[config.mk]
export PLATFORM = sky130hd
export DESIGN_NAME = dmem_arbiter
export DESIGN_NICKNAME = d
export VERILOG_FILES = /design/src/rtl/dmem_arbiter.sv
export SDC_FILE = /design/constraint.sdc
export NUM_CORES = 1
export LEC_CHECK = 0
export BUFFER_PORTS_ARGS = -buffer_cell sky130_fd_sc_hd__buf_2
export CAP_MARGIN = 20
export CORE_AREA = 2 2 106 108
export CTS_CLUSTER_DIAMETER = 50
export DETAILED_ROUTE_END_ITERATION = 10
export DIE_AREA = 0 0 108 110
export PLACE_DENSITY = 0.76
export SYNTH_ARGS = -nofsm -noshare
export SYNTH_HDL_FRONTEND = slang
export SYNTH_SLANG_ARGS = --single-unit
export TNS_END_PERCENT = 1
[constraint.sdc]
create_clock -name clk -period 2.14 [get_ports clk]
set_input_delay 0.321 -clock clk [delete_from_list [all_inputs] [get_ports clk]]
set_output_delay 0.321 -clock clk [all_outputs]
set_load 0.01 [all_outputs]
[src/rtl/dmem_arbiter.sv]
// Round-robin arbiter and access sequencer between two masters and one single-port data memory.
// Each transaction is IDLE (grant and latch) -> ACCESS (one memory strobe) -> RESP (done pulse).
module dmem_arbiter #(
  parameter int WIDTH = 32,
  parameter int DEPTH = 512
) (
  input  logic             clk,
  input  logic             rst,
  input  logic             req0,
  input  logic             we0,
  input  logic [WIDTH-1:0] addr0,
  input  logic [WIDTH-1:0] wdata0,
  input  logic             req1,
  input  logic             we1,
  input  logic [WIDTH-1:0] addr1,
  input  logic [WIDTH-1:0] wdata1,
  output logic             done0,
  output logic             done1,
  output logic             err0,
  output logic             err1,
  output logic [WIDTH-1:0] rdata,
  output logic             busy,
  output logic             mem_read,
  output logic             mem_write,
  output logic [WIDTH-1:0] mem_addr,
  output logic [WIDTH-1:0] mem_wdata,
  input  logic [WIDTH-1:0] mem_rdata
);

  typedef enum logic [1:0] {IDLE, ACCESS, RESP} state_t;

  localparam logic [WIDTH-1:0] DEPTH_W = WIDTH'(DEPTH);

  state_t           state_q, state_d;
  logic             ptr_q, ptr_d;
  logic             port_q, port_d;
  logic             we_q, we_d;
  logic             err_q, err_d;
  logic [WIDTH-1:0] addr_q, addr_d;
  logic [WIDTH-1:0] wdata_q, wdata_d;
  logic [WIDTH-1:0] rdata_q, rdata_d;
  logic             win;
  logic [WIDTH-1:0] win_addr;

  // On a tie the port that was not granted last wins; ptr_q holds the last grant.
  always_comb begin
    win = req1;
    if (req0 && req1) begin
      win = ~ptr_q;
    end
    win_addr = win ? addr1 : addr0;
  end

  always_comb begin
    state_d = state_q;
    ptr_d   = ptr_q;
    port_d  = port_q;
    we_d    = we_q;
    err_d   = err_q;
    addr_d  = addr_q;
    wdata_d = wdata_q;
    rdata_d = rdata_q;
    unique case (state_q)
      IDLE: begin
        if (req0 || req1) begin
          state_d = ACCESS;
          ptr_d   = win;
          port_d  = win;
          we_d    = win ? we1 : we0;
          addr_d  = win_addr;
          wdata_d = win ? wdata1 : wdata0;
          err_d   = (win_addr >= DEPTH_W);
        end
      end
      ACCESS: begin
        state_d = RESP;
        // Writes and rejected accesses report zero read data.
        if (!we_q && !err_q) begin
          rdata_d = mem_rdata;
        end else begin
          rdata_d = '0;
        end
      end
      RESP: begin
        state_d = IDLE;
      end
      default: begin
        state_d = IDLE;
      end
    endcase
  end

  always_ff @(posedge clk) begin
    if (rst) begin
      state_q <= IDLE;
      ptr_q   <= 1'b1;
      port_q  <= 1'b0;
      we_q    <= 1'b0;
      err_q   <= 1'b0;
      addr_q  <= '0;
      wdata_q <= '0;
      rdata_q <= '0;
    end else begin
      state_q <= state_d;
      ptr_q   <= ptr_d;
      port_q  <= port_d;
      we_q    <= we_d;
      err_q   <= err_d;
      addr_q  <= addr_d;
      wdata_q <= wdata_d;
      rdata_q <= rdata_d;
    end
  end

  assign busy      = (state_q != IDLE);
  assign done0     = (state_q == RESP) && !port_q;
  assign done1     = (state_q == RESP) && port_q;
  assign err0      = done0 && err_q;
  assign err1      = done1 && err_q;
  assign rdata     = rdata_q;
  assign mem_read  = (state_q == ACCESS) && !err_q && !we_q;
  assign mem_write = (state_q == ACCESS) && !err_q && we_q;
  assign mem_addr  = addr_q;
  assign mem_wdata = wdata_q;

endmodule

# Word-level counts from Yosys, hierarchy flattened

Cells that the tools add are included.

Flip-flop bits (word level): 102
Bits of input ports: 166
Output and inout bits: 103
Logic and storage cells: 36

Magnitude comparators: 1
Equality and inequality tests: 3
Mux-type cells: 7
Bitwise operators: 1
Reduce and logical (&&, ||, !) cells: 16

Operators by type and width:

| kind                   | count |
|---|---|
| $mux W32               | 3 |
| $ge A32 B10 Y1 const B | 1 |
| $logic_and A1 B1 Y1    | 9 |
| $pmux W2 S2            | 1 |
| $logic_not A1 Y1       | 3 |
| $eq A2 B1 Y1 const B   | 1 |
| $eq A2 B2 Y1 const B   | 1 |
| $logic_not A2 Y1       | 1 |
| $mux W1                | 2 |
| $mux W2                | 1 |
| $ne A2 B2 Y1 const B   | 1 |
| $reduce_and A2 Y1      | 1 |
| $reduce_bool A2 Y1     | 1 |
| $logic_or A1 B1 Y1     | 1 |
| $not A1 Y1             | 1 |

# Logic depth before layout (Yosys ltp)

Gate-level depths: netlist of the first run.

Depth after elaboration: 4
Mapped depth: 6
Depth with buffers taken out: 4

# Worst setup path before layout of the first run

No wires, ideal clock.

Path type: flip-flop to output port
Start point: register state_q[1]
End point: output mem_write
Data arrival time: 1139 ps
Required time: 1819 ps
Slack: 680 ps
Stages on the path, launching flop included: 5
Path buffers: 2
Cell sequence: dfxtp_1 > nand2b_1 > buf_2 > buf_1 > nor3b_1

Longest elaborated chain between the ends: 3

RTL lines:

| what                              | RTL line | text |
|---|---|---|
| start: declaration                | 34       | `state_t state_q, state_d;` |
| start signal: assignment          | 104      | `state_q <= state_d;` |
| $eq A2 B1 Y1                      | 122      | `assign mem_write = (state_q == ACCESS) && !err_q && we_q;` |
| $logic_and A1 B1 Y1 (2 in series) | 122      |  |
| end: declaration                  | 24       | `output logic mem_write,` |

No other way between the ends.

# Worst setup path in the final report of the first run

Start point: register state_q[1]
End point: output mem_read

Longest elaborated chain between the ends: 3

RTL lines:

| what                              | RTL line | text |
|---|---|---|
| $eq A2 B1 Y1                      | 121      | `assign mem_read = (state_q == ACCESS) && !err_q && !we_q;` |
| $logic_and A1 B1 Y1 (2 in series) | 121      |  |
| end: declaration                  | 23       | `output logic mem_read,` |

No other way between the ends.

==> flow_summary.yaml, run 1 <==
timing:
  finClkSkew_ns: 0.0104
  setup_violations: 0
  fin_crit_sh_pct: 84.2
  rsz0062_at_grt: "no"
  max_slew_margin_pct: 53.9
  slew_viol_final: 0
  setup_tns_ns: 0
  tightestPinTransition_ns: 0.691
  hold_violations: 0
  fmax_ghz: 0.555
  fin_crit_ns: 1.80
place:
  hpwl_um: 9210
  gp_congestion: 1.01
  port_buffers: 268
  dp.cells: 816
drt:
  drc: 0
  wl_per_cell_um: 14.4
  dr.pass1.iters: 4
  viasPerCell: 5.04
  drtIter0Drc: 296
  totalWireLength_um: 12000
  ant_nets: 0
  num_vias: 4194
min_path:
  hp-start: "mem_rdata[16]"
  min_delay_worst_endpoint: "rdata[16]$_SDFFE_PP0N_"
  hp-class: "input port to register"
  min_path_cells: 3
synth:
  ys_types: 29
  yosysWarnings: 0
  yosys-top-cells-area: "dfxtp_1 48%, mux2i_1 15%, a211oi_1 11%"
  synthCells: 441
  synthesis.area_um2: 4270
  synth_ff_type: "dfxtp_1"
  synth_nets: 607
  synth_seq_area_share_pct: 47.9
  netlist.area_leader.share_pct: 47.9
  postSynth.asyncResetShare_pct: 0
  synth_area_per_cell_um2: 9.67
  synth_top_area_cell: "dfxtp_1"
  synth-seq-cells: 102
  synth-edff-count: 0
finish:
  syn_to_final_growth_pct: 36.9
  drive_gt1_share_pct: 42.2
  antenna_cells: 0
  fillers: 970
  nets: 853
  mostFrequentLayoutCells: "267 x buf_2, 103 x nor2_1, 102 x dfxtp_1"
  final_cells: 832
  final_common_cell: "buf_2"
pwr:
  p_leak_nw: 2.82
  cellPowerDensity_nw_per_um2: 732
  peakVddDrop_v: 0.000352
  report.power.total_mw: 4.28
clock_network:
  hold_buffers: 0
  cts_setup_buffers: 0
  cts_tree: "built"
  numClockSinks: 102
  cts_buffers: 9
  path_clk_slew_ns: 0.09
  cts_root_buffer: "clkbuf_8"
  clock_latency_ns: 0.35
  cts.htree.levels: 3
  cts_resized: 0
  cts_buffer_depth: 2
grt:
  grtUsageTotal_pct: 19.0
  grt_pass1_wl_um: 17700
  antenna_found_initial: 0
  grt_pass1_vias: 3856
  grt_overflow: 0
  grt_max_degree: 131
die:
  die_h_um: 110
  coreArea_um2: 10700
  design.portCount: 269
  die_area_um2: 11900
  rows: 38
  initial_core_util_pct: 39.9
  fp.dieW_um: 108
job:
  drv_cap: 0
setup_path:
  worstReg2RegEnd: "mem_addr[17]$_SDFFE_PP0P_"
  required_ns: 1.82
  slowest_delay_ns: 0.34
  crit_path_cell_trace: "nand2b_1 > nor3_4 > buf_4 > buf_2"
  rrSetupSlack_ns: 0.45
  crit_path_top_delay_cell: "dfxtp_1"
  crit_arrival_ns: 1.48
  crit_path_end_kind: "output pin"
  crit_fanout: 18
  startpoint_type: "register"
  critical_path_class: "register to output pin"
  reg2reg_depth: 5
  r2r_start: "state_q[1]$_SDFFE_PP0P_"
run_status:
  status: "finished, final reports clean"
cell type report:
type / instances / area, um^2 / area share (%)
clock buffers: 13 / 149 / 2.55
clock inverters: 3 / 20.0 / 0.343
inverters: 1 / 3.75 / 0.0643
multi-input cells: 298 / 2000 / 34.3
flip-flops and latches: 102 / 2040 / 35.0
well taps: 140 / 175 / 3.00
repair buffers: 275 / 1450 / 24.8
power breakdown:
part	switching (mW)	internal [mW]	total, mW
Combinational	0.560	0.461	1.02
Sequential	0.0975	2.08	2.18
Clock	0.626	0.455	1.08
Total	1.28	2.99	4.28
state kept, by name, indices dropped and copies added (netlist names):
name       cells
mem_addr      32
mem_wdata     32
rdata         32
state_q        2
err_q          1
port_q         1
ptr_q          1
we_q           1
metrics by stage:
step / hold WS, ns / worst slack (ns) / area [um^2] / utilization, %
after detailed placement: 0.488 / 0.485 / 5670 / 53.0
after floorplan: 0.469 / 0.680 / 4270 / -
after global placement: 0.478 / 0.603 / 5670 / 53.0
after CTS: 0.182 / 0.306 / 5840 / 54.6
final: 0.201 / 0.338 / 5840 / 54.6
after global routing: 0.189 / 0.201 / 5840 / 54.6
worst max-delay path, delay by kind of cell, from the launching register on:
kind	cells	cell delay, ns
buffers and inverters	2	0.40
DFF	1	0.34
and+or+nand+nor	2	0.38
Yosys cell counts, types with 2 or more instances:
library cell  number
buf_2             13
clkbuf_1          13
nor3b_1            2
buf_4              9
a211oi_1          65
nor4_1            10
nand2_1            2
a22oi_1           33
o21ai_0            2
dfxtp_1          102
and2_1             2
nor2_1           103
mux2i_1           64
nor2b_1            2
nand4_1            2
buf_6              4
cell families after synthesis:
kind of cell           Yosys count  synth area share (%)
AND/OR/NAND/NOR                130                  13.3
AO/OA/AOI/OAI                  104                  18.4
flip-flops                     102                  47.9
multiplexers                    64                  15.0
buffers and inverters           41                  5.49
worst max path at each step:
stage / slack [ns] / endpoint / from
2_1_floorplan: 0.68 / mem_write / state_q[1]$_SDFFE_PP0P_
3_3_place_gp: 0.60 / err_q$_SDFFE_PP0P_ / req1
3_5_place_dp: 0.49 / mem_addr[17]$_SDFFE_PP0P_ / state_q[1]$_SDFFE_PP0P_
4_1_cts: 0.31 / mem_read / state_q[1]$_SDFFE_PP0P_
5_1_grt: 0.20 / mem_read / state_q[1]$_SDFFE_PP0P_
6_report: 0.34 / mem_read / state_q[1]$_SDFFE_PP0P_
layer usage:
metal / vias up / part of all wire, % / track usage [%]
met2: 201 / 50 / 35.2
met3: 17 / 9.0 / 5.35
li1: 2104 / - / -
met4: 0 / 1.9 / 7.88
met5: - / 0 / 0
met1: 1872 / 39 / 20.4
Power figures use the tool's default switching activity.
==> inputs of run 2 (changes only) <==
--- a/config.mk
+++ b/config.mk
@@ -7,11 +7,11 @@
 export LEC_CHECK = 0
 export BUFFER_PORTS_ARGS = -buffer_cell sky130_fd_sc_hd__buf_2
 export CAP_MARGIN = 20
-export CORE_AREA = 2 2 106 108
+export CORE_AREA = 2 2 103 105
 export CTS_CLUSTER_DIAMETER = 50
 export DETAILED_ROUTE_END_ITERATION = 10
-export DIE_AREA = 0 0 108 110
-export PLACE_DENSITY = 0.76
+export DIE_AREA = 0 0 105 107
+export PLACE_DENSITY = 0.79
 export SYNTH_ARGS = -nofsm -noshare
 export SYNTH_HDL_FRONTEND = slang
 export SYNTH_SLANG_ARGS = --single-unit
==> constraint.sdc (replaced) <==
create_clock -name clk -period 1.85 [get_ports clk]
set_input_delay 0.2775 -clock clk [delete_from_list [all_inputs] [get_ports clk]]
set_output_delay 0.2775 -clock clk [all_outputs]
set_load 0.01 [all_outputs]
==> flow_summary.yaml, run 2 (synthesized netlist as in run 1, its figures left out) <==
clock_network:
  path_clk_slew_ns: 0.10
  cts_buffer_depth: 2
  cts_buffers: 9
  cts_root_buffer: "clkbuf_8"
  numClockSinks: 102
  hold_buffers: 0
  cts_tree: "built"
  cts.htree.levels: 3
  clock_latency_ns: 0.35
  cts_setup_buffers: 0
  cts_resized: 0
setup_path:
  slowest_delay_ns: 0.39
  startpoint_type: "register"
  critical_path_class: "register to output pin"
  crit_arrival_ns: 1.35
  crit_family: "simple AND/OR/NAND/NOR gates"
  required_ns: 1.57
  cp.buffers_inverters: 1
  crit_path_cell_trace: "nor3b_1 > and2_1 > buf_2"
  crit_path_top_delay_cell: "dfxtp_1"
  crit_path_end_kind: "output pin"
  crit_fanout: 4
place:
  port_buffers: 268
  gp_congestion: 0.924
  hpwl_um: 9280
job:
  drv_cap: 0
pwr:
  p_sw_mw: 1.49
  p_int_mw: 3.72
  report.power.total_mw: 5.20
  peakVddDrop_v: 0.000502
  clkPwrFrac_pct: 28.8
  cellPowerDensity_nw_per_um2: 880
  seq_power_share_pct: 48.3
  swShare_pct: 28.5
  p_comb_share_pct: 22.9
  p_leak_nw: 2.87
finish:
  post-route-util_pct: 58.6
  fillers: 943
  syn_to_final_growth_pct: 38.7
  drive_gt1_share_pct: 42.6
  nets: 856
  final_common_cell: "buf_2"
  mostFrequentLayoutCells: "267 x buf_2, 103 x nor2_1, 102 x dfxtp_1"
  antenna_cells: 0
grt:
  grtUsageTotal_pct: 20.5
  antenna_found_initial: 0
  grt_pass1_wl_um: 19000
  grt_overflow: 0
  grt_max_degree: 73
  grt_pass1_vias: 4062
min_path:
  hp-class: "input port to register"
drt:
  totalWireLength_um: 11800
  drtIter0Drc: 211
  num_vias: 4215
  ant_nets: 0
  wl_per_cell_um: 14.2
  dr.pass1.iters: 5
  viasPerCell: 5.07
  drc: 0
timing:
  slew_viol_final: 0
  setup_violations: 0
  rsz0062_at_grt: "no"
  tightestPinTransition_ns: 0.419
  setup_tns_ns: 0
  finClkSkew_ns: 0.0139
  max_slew_margin_pct: 72.1
  fin_crit_ns: 1.63
  fin_crit_sh_pct: 88.1
  hold_violations: 0
  fmax_ghz: 0.614
die:
  die_h_um: 107
  fp.dieW_um: 105
  coreArea_um2: 10100
  initial_core_util_pct: 42.3
  die_area_um2: 11200
  design.portCount: 269
  rows: 37
run_status:
  status: "finished, final reports clean"
[run 2: worst paths after layout]
| check | endpoint | start | depth (start not counted) | slack, ns |
|---|---|---|---|---|
| max | err0 | state_q[1]$_SDFFE_PP0P_ | 3 | 0.22 |
| max reg2reg | err_q$_SDFFE_PP0P_ | ptr_q$_SDFFE_PP1P_ | 5 | 0.31 |
| min | rdata[15]$_SDFFE_PP0N_ | mem_rdata[15] | 3 | 0.16 |
| min reg2reg | mem_wdata[14]$_SDFFE_PP0P_ | mem_wdata[14]$_SDFFE_PP0P_ | 2 | 0.50 |
[run 2: routing by layer]
| layer | global-route usage [%] | routed length (um) |
|---|---|---|
| met1 | 23.6 | 4760 |
| met2 | 37.8 | 6040 |
| met3 | 4.92 | 862 |
| met4 | 5.52 | 168 |
| met5 | 0 | 0 |
[run 2: cell type report]
class	count	area, um^2	share of cell area [%]
clock buffer	11	131	2.22
multi-input combinational	298	2000	33.9
sequential	102	2040	34.5
inverter	1	3.75	0.0635
tap	136	170	2.88
clock inverter	5	82.6	1.40
timing repair buffer	278	1480	25.0
[run 2: per-stage QoR]
step / area [um^2] / instances / hold slack, ns / setup slack [ns]
after floorplan: 4270 / 441 / 0.426 / 0.434
after global placement: 5700 / 815 / 0.484 / 0.306
after detailed placement: 5700 / 815 / 0.488 / 0.277
after CTS: 5920 / 831 / 0.141 / 0.230
after global routing: 5920 / 831 / 0.156 / 0.0971
final: 5920 / 831 / 0.160 / 0.221
[run 2: power by group through the flow]
stage	Combinational [mW]	Sequential (mW)	Clock, mW
final	1.19	2.52	1.50
after detailed placement	1.20	2.56	0
after global routing	1.32	2.55	1.64
after CTS	1.20	2.52	1.54
after floorplan	0.599	2.65	0
after global placement	1.16	2.56	0
[run 2: tightest hold or removal path, delay by kind of cell]
family,cells,cell delay (ns)
AOI/OAI and AO/OA,1,0.05
buffers and inverters,1,0.07
and+or+nand+nor,1,0.07
==> inputs of run 3 (changes only) <==
--- a/config.mk
+++ b/config.mk
@@ -5,13 +5,14 @@
 export SDC_FILE = /design/constraint.sdc
 export NUM_CORES = 1
 export LEC_CHECK = 0
+export ABC_AREA = 1
 export BUFFER_PORTS_ARGS = -buffer_cell sky130_fd_sc_hd__buf_2
 export CAP_MARGIN = 20
-export CORE_AREA = 2 2 103 105
+export CORE_AREA = 2 2 106 108
 export CTS_CLUSTER_DIAMETER = 50
 export DETAILED_ROUTE_END_ITERATION = 10
-export DIE_AREA = 0 0 105 107
-export PLACE_DENSITY = 0.79
+export DIE_AREA = 0 0 108 110
+export PLACE_DENSITY = 0.75
 export SYNTH_ARGS = -nofsm -noshare
 export SYNTH_HDL_FRONTEND = slang
 export SYNTH_SLANG_ARGS = --single-unit
==> flow_summary.yaml, run 3 <==
run_status:
  status: "finished, final reports clean"
timing:
  max_slew_margin_pct: 74.7
  setup_violations: 0
  hold_violations: 0
  slew_viol_final: 0
  finClkSkew_ns: 0.0189
  setup_ws_ns: 0.188
  rsz0062_at_grt: "no"
  fin_crit_sh_pct: 89.9
  fmax_ghz: 0.602
  fin_crit_ns: 1.66
  tightestPinTransition_ns: 0.379
  setup_tns_ns: 0
setup_path:
  required_ns: 1.57
  r2r_start: "ptr_q$_SDFFE_PP1P_"
  rrSetupSlack_ns: 0.36
  worstReg2RegEnd: "mem_wdata[23]$_SDFFE_PP0P_"
  crit_fanout: 3
  startpoint_type: "register"
  crit_path_end_kind: "output pin"
  critical_path_class: "register to output pin"
  cp-startpoint: "err_q$_SDFFE_PP0P_"
  crit_path_top_delay_cell: "dfxtp_1"
  slowest_delay_ns: 0.44
  reg2reg_depth: 6
  crit_arrival_ns: 1.38
  crit_path_cell_trace: "inv_1 > nor4_1 > buf_2"
drt:
  drtIter0Drc: 301
  dr.pass1.iters: 5
  drc: 0
  totalWireLength_um: 13400
  viasPerCell: 4.94
  ant_nets: 0
  wl_per_cell_um: 13.8
  num_vias: 4794
place:
  gp_congestion: 0.819
  placed_cell_area_um2: 5670
  dp_slack_ns: 0.354
  dp.cells: 955
  hpwl_um: 9880
  port_buffers: 268
finish:
  mostFrequentLayoutCells: "268 x buf_2, 207 x nand2_1, 102 x dfxtp_1"
  final_cells: 971
  fillers: 1117
  nets: 992
  final_area_um2: 5860
  final_common_cell: "buf_2"
  drive_gt1_share_pct: 36.7
  antenna_cells: 0
  syn_to_final_growth_pct: 38.6
min_path:
  min_path_cells: 3
  min_delay_worst_endpoint: "rdata[15]$_SDFFE_PP0N_"
  hp-class: "input port to register"
  hp-start: "mem_rdata[15]"
clock_network:
  cts.htree.levels: 3
  cts_buffer_depth: 2
  path_clk_slew_ns: 0.11
  cts_buffers: 9
  cts_root_buffer: "clkbuf_8"
  hold_buffers: 0
  clock_latency_ns: 0.36
  cts_tree: "built"
  numClockSinks: 102
  cts_resized: 0
  cts_setup_buffers: 0
synth:
  synth_seq_area_share_pct: 48.3
  synth-edff-count: 0
  ys_types: 21
  synthTopCellsByCount: "208 x nand2_1, 102 x dfxtp_1, 64 x a31oi_1"
  postSynth.asyncResetShare_pct: 0
  synth_nets: 745
  synthesis.area_um2: 4230
  netlist.area_leader.share_pct: 48.3
  synth_ff_type: "dfxtp_1"
  synth_top_area_cell: "dfxtp_1"
  synthCells: 579
  yosysMostFrequentCell: "nand2_1"
  yosysWarnings: 0
  synth_area_per_cell_um2: 7.30
  synth-seq-cells: 102
  yosys-top-cells-area: "dfxtp_1 48%, nand2_1 18%, a31oi_1 9.5%"
die:
  design.portCount: 269
  rows: 38
  initial_core_util_pct: 39.5
  coreArea_um2: 10700
  fp.dieW_um: 108
  die_h_um: 110
  die_area_um2: 11900
pwr:
  p_int_mw: 3.42
  swShare_pct: 32.2
  p_leak_nw: 2.93
  peakVddDrop_v: 0.000533
  report.power.total_mw: 5.04
  clkPwrFrac_pct: 26.8
  p_sw_mw: 1.62
  seq_power_share_pct: 49.9
  p_comb_share_pct: 23.3
  cellPowerDensity_nw_per_um2: 861
job:
  drv_cap: 0
grt:
  grt_overflow: 0
  antenna_found_initial: 0
  grt_max_degree: 65
  grt_pass1_wl_um: 19900
  grtUsageTotal_pct: 20.9
  grt_pass1_vias: 4183
## run 3: cells by family after synthesis
group                  count (synthesis)  share of synthesized area [%]
AO/OA/AOI/OAI                        163                           21.2
flip-flops                           102                           48.3
AND/OR/NAND/NOR                      259                           24.4
buffers and inverters                 55                           6.16
## run 3: power by group through the flow
| stage | Combinational [mW] | Sequential [mW] | Clock (mW) |
|---|---|---|---|
| finish | 1.17 | 2.52 | 1.35 |
| global route | 1.31 | 2.54 | 1.49 |
| CTS | 1.18 | 2.52 | 1.42 |
| detailed placement | 1.18 | 2.56 | 0 |
| global placement | 1.17 | 2.56 | 0 |
| floorplan | 0.561 | 2.65 | 0 |
## run 3: worst max path at each step
stage	cells past startpoint	to	slack [ns]
2_1_floorplan	3	mem_write	0.51
3_3_place_gp	12	err_q$_SDFFE_PP0P_	0.35
3_5_place_dp	12	err_q$_SDFFE_PP0P_	0.35
4_1_cts	3	err1	0.16
5_1_grt	3	err1	0.11
6_report	3	err1	0.19
## run 3: final cells by class
cell class                 count  area [um^2]  area share [%]
tap                          140          175            2.99
inverter                       9         33.8           0.577
clock buffer                   9          124            2.11
timing repair buffer         282         1480            25.3
clock inverter                 7         67.6            1.15
multi-input combinational    422         1930            33.0
sequential                   102         2040            34.8
## run 3: critical path: cells and delay by family, from the launching register on
| family | cells | cell delay (ns) |
|---|---|---|
| flip-flops | 1 | 0.44 |
| AND/OR/NAND/NOR | 1 | 0.30 |
| buffers and inverters | 2 | 0.29 |
## run 3: through the flow
step           hold WS [ns]  util (%)
6_report              0.154      54.8
5_1_grt               0.130      54.8
4_1_cts               0.128      54.8
3_5_place_dp          0.452      53.0
3_3_place_gp          0.450      53.0
2_1_floorplan         0.420         -
## run 3: per-layer routing
| metal | routed length, um | track usage (%) | vias to the layer above |
|---|---|---|---|
| met2 | 6450 | 36.3 | 206 |
| met4 | 240 | 6.50 | 0 |
| met3 | 1200 | 5.64 | 17 |
| met5 | 0 | 0 | - |
| met1 | 5540 | 25.3 | 2122 |
| li1 | - | - | 2449 |
